`config.mk`:
```
export PLATFORM = sky130hd
export DESIGN_NAME = ddr2_cmd_arb
export DESIGN_NICKNAME = d
export VERILOG_FILES = /design/src/rtl/ddr2_cmd_arb_pkg.sv /design/src/rtl/ddr2_tag_fifo.sv /design/src/rtl/ddr2_cmd_arb.sv
export SDC_FILE = /design/constraint.sdc
export NUM_CORES = 1
export LEC_CHECK = 0
export ABC_AREA = 1
export CAP_MARGIN = 20
export CORE_AREA = 2 2 193 195
export CTS_BUF_LIST = sky130_fd_sc_hd__clkbuf_4 sky130_fd_sc_hd__clkbuf_8 sky130_fd_sc_hd__clkbuf_16
export CTS_CLUSTER_DIAMETER = 80
export DETAILED_ROUTE_END_ITERATION = 16
export DIE_AREA = 0 0 195 197
export SETUP_SLACK_MARGIN = 0.1
export SLEW_MARGIN = 20
export SYNTH_ARGS = -nofsm -noshare
export SYNTH_HDL_FRONTEND = slang
export SYNTH_SLANG_ARGS = --single-unit
```
`constraint.sdc`:
```
create_clock -name ddr2_clk -period 3.9 [get_ports ddr2_clk]
set_input_delay 0.585 -clock ddr2_clk [delete_from_list [all_inputs] [get_ports ddr2_clk]]
set_output_delay 0.585 -clock ddr2_clk [all_outputs]
set_load 0.005 [all_outputs]
```
`src/rtl/ddr2_cmd_arb_pkg.sv`:
```
// Shared definitions for the DDR2 command arbiter: command field layout,
// arbiter state type and burst-length decoding.
package ddr2_cmd_arb_pkg;

    localparam int unsigned CMD_W    = 34;
    localparam int unsigned DATA_W   = 128;
    localparam int unsigned OP_BIT   = 33;
    localparam int unsigned SIZE_MSB = 32;
    localparam int unsigned SIZE_LSB = 26;
    localparam int unsigned ADDR_MSB = 25;
    localparam int unsigned ADDR_LSB = 0;
    localparam int unsigned BEAT_W   = 8;

    // A size field of zero encodes the maximum burst.
    localparam logic [BEAT_W-1:0] SIZE0_BEATS = 8'd128;

    typedef enum logic [1:0] {
        IDLE,
        CMD,
        WDATA
    } arb_state_e;

    function automatic logic [BEAT_W-1:0] burst_beats(input logic [CMD_W-1:0] cmd);
        logic [SIZE_MSB-SIZE_LSB:0] sz;
        sz = cmd[SIZE_MSB:SIZE_LSB];
        return (sz == '0) ? SIZE0_BEATS : {1'b0, sz};
    endfunction

endpackage

```
`src/rtl/ddr2_tag_fifo.sv`:
```
// Show-ahead FIFO of read-owner tags: records which requester each issued
// read belongs to so returning read data can be steered.
module ddr2_tag_fifo #(
    parameter int unsigned DEPTH = 16
) (
    input  logic clk_i,
    input  logic rst_i,
    input  logic push_i,
    input  logic din_i,
    input  logic pop_i,
    output logic dout_o,
    output logic full_o,
    output logic empty_o
);

    localparam int unsigned AW = $clog2(DEPTH);

    logic [DEPTH-1:0] mem_q;
    logic [AW:0]      wptr_q;
    logic [AW:0]      rptr_q;

    // Extra pointer MSB distinguishes full from empty.
    assign empty_o = (wptr_q == rptr_q);
    assign full_o  = (wptr_q[AW] != rptr_q[AW]) && (wptr_q[AW-1:0] == rptr_q[AW-1:0]);
    assign dout_o  = empty_o ? 1'b0 : mem_q[rptr_q[AW-1:0]];

    // Pointer update; pops on empty and pushes on full are dropped.
    always_ff @(posedge clk_i) begin
        if (rst_i) begin
            wptr_q <= '0;
            rptr_q <= '0;
        end else begin
            if (push_i && !full_o) begin
                wptr_q <= wptr_q + (AW+1)'(1);
            end
            if (pop_i && !empty_o) begin
                rptr_q <= rptr_q + (AW+1)'(1);
            end
        end
    end

    // Tag storage; contents are only visible through the pointers, so no reset.
    always_ff @(posedge clk_i) begin
        if (push_i && !full_o) begin
            mem_q[wptr_q[AW-1:0]] <= din_i;
        end
    end

endmodule

```
`src/rtl/ddr2_cmd_arb.sv`:
```
// Two-requester round-robin arbiter in front of a DDR2 controller. Commands are
// latched, issued once the controller is ready, and write bursts are carried
// to completion before rearbitration.
module ddr2_cmd_arb
    import ddr2_cmd_arb_pkg::*;
#(
    parameter int unsigned TAG_DEPTH = 16
) (
    input  logic              ddr2_clk,
    input  logic              sys_rst,
    input  logic              um0_cmd_valid,
    input  logic [CMD_W-1:0]  um0_cmd,
    output logic              um0_cmd_ack,
    input  logic [DATA_W-1:0] um0_wdata,
    input  logic              um0_wvalid,
    output logic              um0_wack,
    input  logic              um1_cmd_valid,
    input  logic [CMD_W-1:0]  um1_cmd,
    output logic              um1_cmd_ack,
    input  logic [DATA_W-1:0] um1_wdata,
    input  logic              um1_wvalid,
    output logic              um1_wack,
    output logic              um2ddr_command_wrreq,
    output logic [CMD_W-1:0]  um2ddr_command,
    output logic              um2ddr_wrreq,
    output logic [DATA_W-1:0] um2ddr_data,
    input  logic              um2ddr_ready,
    input  logic              rd_owner_rdreq,
    output logic              rd_owner_id,
    output logic              rd_owner_empty
);

    arb_state_e        state_q, state_d;
    logic              grant_q, grant_d;
    logic              prio_q, prio_d;
    logic [CMD_W-1:0]  cmd_q, cmd_d;
    logic [BEAT_W-1:0] cnt_q, cnt_d;

    logic arb_g;
    logic issue;
    logic xfer;
    logic tag_push;
    logic tag_full;

    ddr2_tag_fifo #(
        .DEPTH(TAG_DEPTH)
    ) u_tag_fifo (
        .clk_i  (ddr2_clk),
        .rst_i  (sys_rst),
        .push_i (tag_push),
        .din_i  (grant_q),
        .pop_i  (rd_owner_rdreq),
        .dout_o (rd_owner_id),
        .full_o (tag_full),
        .empty_o(rd_owner_empty)
    );

    // State, grant, priority, latched command and beat counter registers.
    always_ff @(posedge ddr2_clk) begin
        if (sys_rst) begin
            state_q <= IDLE;
            grant_q <= 1'b0;
            prio_q  <= 1'b0;
            cmd_q   <= '0;
            cnt_q   <= '0;
        end else begin
            state_q <= state_d;
            grant_q <= grant_d;
            prio_q  <= prio_d;
            cmd_q   <= cmd_d;
            cnt_q   <= cnt_d;
        end
    end

    // Arbitration, command issue and write-data steering.
    always_comb begin
        state_d              = state_q;
        grant_d              = grant_q;
        prio_d               = prio_q;
        cmd_d                = cmd_q;
        cnt_d                = cnt_q;
        arb_g                = 1'b0;
        issue                = 1'b0;
        xfer                 = 1'b0;
        tag_push             = 1'b0;
        um0_cmd_ack          = 1'b0;
        um1_cmd_ack          = 1'b0;
        um0_wack             = 1'b0;
        um1_wack             = 1'b0;
        um2ddr_command_wrreq = 1'b0;
        um2ddr_command       = '0;
        um2ddr_wrreq         = 1'b0;
        um2ddr_data          = '0;

        case (state_q)
            IDLE: begin
                if (um0_cmd_valid || um1_cmd_valid) begin
                    arb_g   = (um0_cmd_valid && um1_cmd_valid) ? prio_q : um1_cmd_valid;
                    grant_d = arb_g;
                    prio_d  = ~arb_g;
                    cmd_d   = arb_g ? um1_cmd : um0_cmd;
                    state_d = CMD;
                end
            end
            CMD: begin
                um2ddr_command = cmd_q;
                issue = um2ddr_ready && (cmd_q[OP_BIT] || !tag_full);
                if (issue) begin
                    um2ddr_command_wrreq = 1'b1;
                    um0_cmd_ack          = !grant_q;
                    um1_cmd_ack          = grant_q;
                    if (cmd_q[OP_BIT]) begin
                        cnt_d   = burst_beats(cmd_q);
                        state_d = WDATA;
                    end else begin
                        tag_push = 1'b1;
                        state_d  = IDLE;
                    end
                end
            end
            WDATA: begin
                um2ddr_data  = grant_q ? um1_wdata : um0_wdata;
                xfer         = (grant_q ? um1_wvalid : um0_wvalid) && um2ddr_ready;
                um2ddr_wrreq = xfer;
                um0_wack     = xfer && !grant_q;
                um1_wack     = xfer && grant_q;
                if (xfer) begin
                    cnt_d = cnt_q - BEAT_W'(1);
                    if (cnt_q == BEAT_W'(1)) begin
                        state_d = IDLE;
                    end
                end
            end
            default: state_d = IDLE;
        endcase
    end

endmodule

```
### Yosys cells after proc, flatten, opt, wreduce, memory -nomap -nowiden

Cells that the tools add are included.

| operators by class | value |
|---|---|
| $add $sub $neg | 3 |
| $mul | 0 |
| div/mod/pow operators | 0 |
| order comparisons | 3 |
| equality and inequality tests | 11 |
| shift operators | 0 |
| muxes and demuxes | 35 |
| bitwise operators | 1 |
| reductions and logical operators | 20 |

Operator list:

| kind | count |
|---|---|
| 2-to-1 mux 128 bit | 2 |
| 2-to-1 mux 34 bit | 2 |
| 2-to-1 mux 8 bit | 4 |
| 2-to-1 mux 1 bit | 17 |
| bitwise mux 16 bit | 1 |
| one-hot mux 8 bit (2 select lines) | 1 |
| adder 5 x 1 -> 5 bit (second input constant) | 2 |
| < comparator 4 x 5 -> 1 bit (second input constant) | 2 |
| 2-to-1 mux 2 bit | 5 |
| inequality test 2 bit (second input constant) | 5 |
| logical AND 1 bit | 9 |
| == test 8 x 1 -> 1 bit (second input constant) | 1 |
| AND reduction 4 bit | 2 |
| subtractor 8 x 1 -> 8 bit (second input constant) | 1 |
| logical NOT 7 bit | 1 |
| one-hot mux 2 bit (3 select lines) | 1 |
| == test 5 bit | 1 |
| binary-select mux 1 bit (select 4 bit) | 1 |
| demux 1 bit (select 4 bit) | 1 |
| == test 4 bit | 1 |
| greater-or-equal comparator 4 x 1 -> 1 bit (second input constant) | 1 |
| logical NOT 1 bit | 3 |
| == test 2 x 1 -> 1 bit (second input constant) | 1 |
| == test 2 bit (second input constant) | 1 |
| 6 further kinds | 7 |

| storage, ports and cells | value |
|---|---|
| flip-flop bits (word level) | 72 |
| bits in latches | 0 |
| bits in writable memories | 0 |
| memory bits (read-only) | 0 |
| logic and storage cells | 81 |
| memories | 0 |

### Longest topological paths before layout

| logic depth | value |
|---|---|
| word-level depth | 8 |
| mapped depth | 13 |
| mapped depth without buffers | 11 |

### Modules after synthesis

Synthesis repeated with hierarchy kept, for this count alone.

| second synthesis, totals | value |
|---|---|
| cells, all modules | 1031 |
| area, all modules | 5845.6 sq um |

Modules (own cells, without submodules):

| module | instances | cells an instance | area an instance (sq um) |
|---|---|---|---|
| ddr2_cmd_arb | 1 | 854 | 4415.5 |
| ddr2_tag_fifo | 1 | 177 | 1430.1 |

### Worst setup path before layout

OpenSTA, ideal clock, no wires.

| path | value |
|---|---|
| path kind | register to output |
| start point | register grant_q |
| end point | output um2ddr_data[100] |
| arrival | 1.484 ns |
| setup slack | 1.831 ns |
| stages on the path, launching flop included | 6 |
| cell sequence | dfxtp_1 > buf_2 > clkbuf_1 > clkbuf_1 > nand2_1 > a21oi_1 |

| between the ends | value |
|---|---|
| longest elaborated chain between the ends | 2 |

RTL lines:

| element | line | RTL |
|---|---|---|
| start, declared | ddr2_cmd_arb.sv:34 | `logic grant_q, grant_d;` |
| start signal, assigned | ddr2_cmd_arb.sv:68 | `grant_q <= grant_d;` |
| 2-to-1 mux 128 bit | ddr2_cmd_arb.sv:122 | `um2ddr_data = grant_q ? um1_wdata : um0_wdata;` |
| 2-to-1 mux 128 bit | ddr2_cmd_arb.sv:95 | `case (state_q)` |
| end, declared | ddr2_cmd_arb.sv:26 | `output logic [DATA_W-1:0] um2ddr_data,` |

Every way passes these cells.

### Final worst setup path

| path | value |
|---|---|
| start point | register state_q[1] |
| end point | output um2ddr_data[114] |

| between the ends | value |
|---|---|
| longest elaborated chain between the ends | 2 |

RTL lines:

| element | line | RTL |
|---|---|---|
| start, declared | ddr2_cmd_arb.sv:33 | `arb_state_e state_q, state_d;` |
| start signal, assigned | ddr2_cmd_arb.sv:67 | `state_q <= state_d;` |
| == test 2 bit | ddr2_cmd_arb.sv:95 |  |
| 2-to-1 mux 128 bit | ddr2_cmd_arb.sv:95 |  |

Every way passes these cells.

==> impl_metrics.py <==
metrics = {
    "die": {
        "io_pins": 502,
        "die-width_um": 195,
        "floorplan.die_area_mm2": 0.03842,
        "die_y_um": 197,
        "initial_utilization": 0.1614,
        "rows": 70,
        "core_mm2": 0.03626,
    },
    "yosys": {
        "synth_area_mm2": 0.005851,
        "synth_fa_ha_area_frac": 0.01497,
        "mux_contribution_to_synthesized_area": 0,
        "mappedNetlistNets": 1355,
        "synth_largest_area_cell": "nand2_1",
        "syn_area_per_cell_um2": 5.758,
        "netlist-cell-type-count": 38,
        "simple_gate_portion_of_the_synthesized_area": 0.3606,
        "complex_gate_fraction_of_the_synthesized_area": 0.2025,
        "ys_seq_elements": 72,
        "synth_seq_area_share": 0.2737,
        "yosysWarnings": 0,
        "main_combinational_cell_family_by_area_after_synthesis": "simple AND/OR/NAND/NOR gates",
        "synthDominantCellAreaShare": 0.2342,
        "yosys-top-cells-area": "nand2_1 (23%), dfxtp_1 (19%), a21oi_1 (12%)",
        "post_synth_inst_count": 1016,
        "post_synth_xor_area_fraction": 0.007485,
    },
    "route": {
        "route.detailed.drc": 0,
        "drtAntennaViolNets": 0,
        "detailedRoute.firstPassIterationCount": 5,
        "drt_wl_total_um": 35270,
        "routed-via-count": 8291,
        "avgRoutedWirePerCell_um": 18.18,
        "route.detailed.vias_per_inst": 4.274,
        "drtIter0Drc": 426,
    },
    "cells_and_area": {
        "finish.cell_count_without_fillers": 1940,
        "final_layout_size_suffix_gt1_frac": 0.03603,
        "final_core_util": 0.3195,
        "synthesis_to_finish_area_growth_pct": 98.03,
        "finish.instance_area_mm2": 0.01159,
        "mostFrequentLayoutCells": "clkdlybuf4s50_1 (501), nand2_1 (365), a21oi_1 (139), inv_1 (126), nor2_1 (81)",
        "num-nets-final": 1805,
        "layout_commonest_cell": "clkdlybuf4s50_1",
    },
    "clocking": {
        "ctsHtreeMaxLevel": 3,
        "clockBufferDepth": 2,
        "post_cts_resized": 0,
        "cts_made_buffers": 9,
        "clk-insertion-delay-late_ns": 0.33,
        "cts.sinks": 72,
        "clk_root_buffer_cell": "clkbuf_16",
        "cts.clk_slew.worst_paths_ns": 0.06,
        "post_cts_hold_buffer_count": 0,
        "post_cts_buffers": 0,
        "tritoncts": "built",
    },
    "min_path": {
        "hold_start": "prio_q",
        "worst_hold_path_type": "flop to flop",
    },
    "timing": {
        "finalWorstPathRequiredPeriod_ns": 3.378,
        "total_neg_setup_slack_ns": 0,
        "max_clock_freq_mhz": 296.0,
        "worst_case_hold_slack_ns": 0.4902,
        "relSlewSlack": 0.2552,
        "timing_hold_violations_final": 0,
        "post_route_worst_setup_slack_ns": 0.5221,
        "report.final.setup_viol": 0,
        "grt_setup_unrepaired": "no",
        "tightestPinTransition_ns": 1.110,
        "finalClockSkew_ns": 0.009304,
        "timing.final.max_slew_violations": 0,
        "timing.final.crit_share": 0.8661,
    },
    "power_and_ir_drop": {
        "power_density_mw_per_mm2": 246.0,
        "power_mw": 2.850,
        "power.ir.vdd_worst_uv": 179.3,
        "p_leak_nw": 4.810,
    },
    "global_routing": {
        "grt_max_degree": 149,
        "grt_antenna_before_repair": 2,
        "grt_pass1_wl_um": 49510,
        "gr-total-overflow": 0,
        "first_global_vias": 7688,
        "groute.usage.overall": 0.1710,
    },
    "placed_design": {
        "count_of_input_and_output_buffers": 501,
        "placedInstanceArea_mm2": 0.01126,
        "place_ws_ns": 0.7986,
        "place.detailed.instances": 1923,
        "place.gp.congestion": 0.9821,
        "dp_hpwl_um": 28850,
    },
    "critical_path": {
        "ff_to_ff_start": "grant_q",
        "critical_path_class": "flop to output port",
        "critPathCapture": "um2ddr_data[114]",
        "worst_r2r_path_depth": 8,
        "required_ns": 3.31,
        "capturing_point_of_the_worst_reg2reg_path": "cnt_q[6]",
        "arrival_ns": 2.79,
        "cp-end-kind": "output port",
        "critical_path_peak_fanout": 90,
        "reg2reg_setup_slack_ns": 1.51,
        "timing.critical_path.from_type": "flop",
        "critPathLaunch": "state_q[1]",
    },
    "flow_run": {
        "cap_viol_max_count": 0,
    },
    "run_status": {
        "outcome": "completed",
    },
}
## state kept, by name, summed over array words and instances, names as in the netlist
signal,count
cmd_q,34
u_tag_fifo.mem_q,16
cnt_q,8
u_tag_fifo.rptr_q,5
u_tag_fifo.wptr_q,5
state_q,2
grant_q,1
prio_q,1
## per-layer routing
layer	track usage	part of all wire
met1	0.2284	0.43
met2	0.2755	0.47
met3	0.05219	0.087
met4	0.02601	0.011
met5	0	0.00023
## power by group
part           switching [mW]  internal [mW]  leakage (nW)
logic                   0.537          0.562          4.06
clock network           0.336          0.560         0.148
registers              0.0352          0.819         0.607
total                   0.909           1.94          4.81
## worst max-delay path, cell delays in order (launching register included)
cell and delay (ns):
dfxtp_1 0.37, clkinv_1 0.16, nor2_4 0.34, inv_4 0.38
a21oi_1 0.54, clkdlybuf4s50_1 0.61
## worst min path at each step
stage | to | slack [ns] | cells past startpoint
6_report | prio_q | 0.49 | 2
2_1_floorplan | prio_q | 0.45 | 2
5_1_grt | prio_q | 0.52 | 2
4_1_cts | prio_q | 0.50 | 2
3_3_place_gp | prio_q | 0.47 | 2
3_5_place_dp | prio_q | 0.48 | 2
## cells in the mapped netlist
cell type and number:
nand2_1 365, a21oi_1 139, inv_1 126, nor2_1 81, dfxtp_1 56, clkbuf_1 52
nand3_1 49, o221ai_1 34, o21ai_0 19, edfxtp_1 16, buf_2 13, inv_2 9
ha_1 7, nand4_1 5, nor3_1 5, buf_4 4, a31oi_1 3, buf_1 3
xor2_1 3, a21oi_2 2, nand2_4 2, nand4_2 2, nor2_2 2, nor2_4 2
o21ai_2 2, o22ai_1 2, xnor2_1 2, a221oi_1 1, buf_6 1, clkinv_1 1
nand2_2 1, nand3_4 1, nor3b_2 1, o2111ai_1 1, o21a_1 1, o21ai_1 1
or2_1 1, or2_4 1
## layout make-up
class	instances	area, um2
clock inverter	7	96.34
antenna	1	2.502
timing repair buffer	512	5122
inverter	136	515.5
tap	468	585.6
fill	3897	24670
multi-input combinational	735	3433
sequential	72	1605
clock buffer	9	225.2
## kinds of logic (layout without fill, tap and decap cells)
| family | Yosys count | after routing |
|---|---|---|
| AOI/OAI and AO/OA | 205 | 205 |
| xor gates and xnor gates | 5 | 5 |
| adders and majority gates | 7 | 7 |
| buffers and inverters | 209 | 664 |
| DFF | 72 | 72 |
| other | 0 | 1 |
| and+or+nand+nor | 518 | 518 |
(Power assumes the default switching activity.)
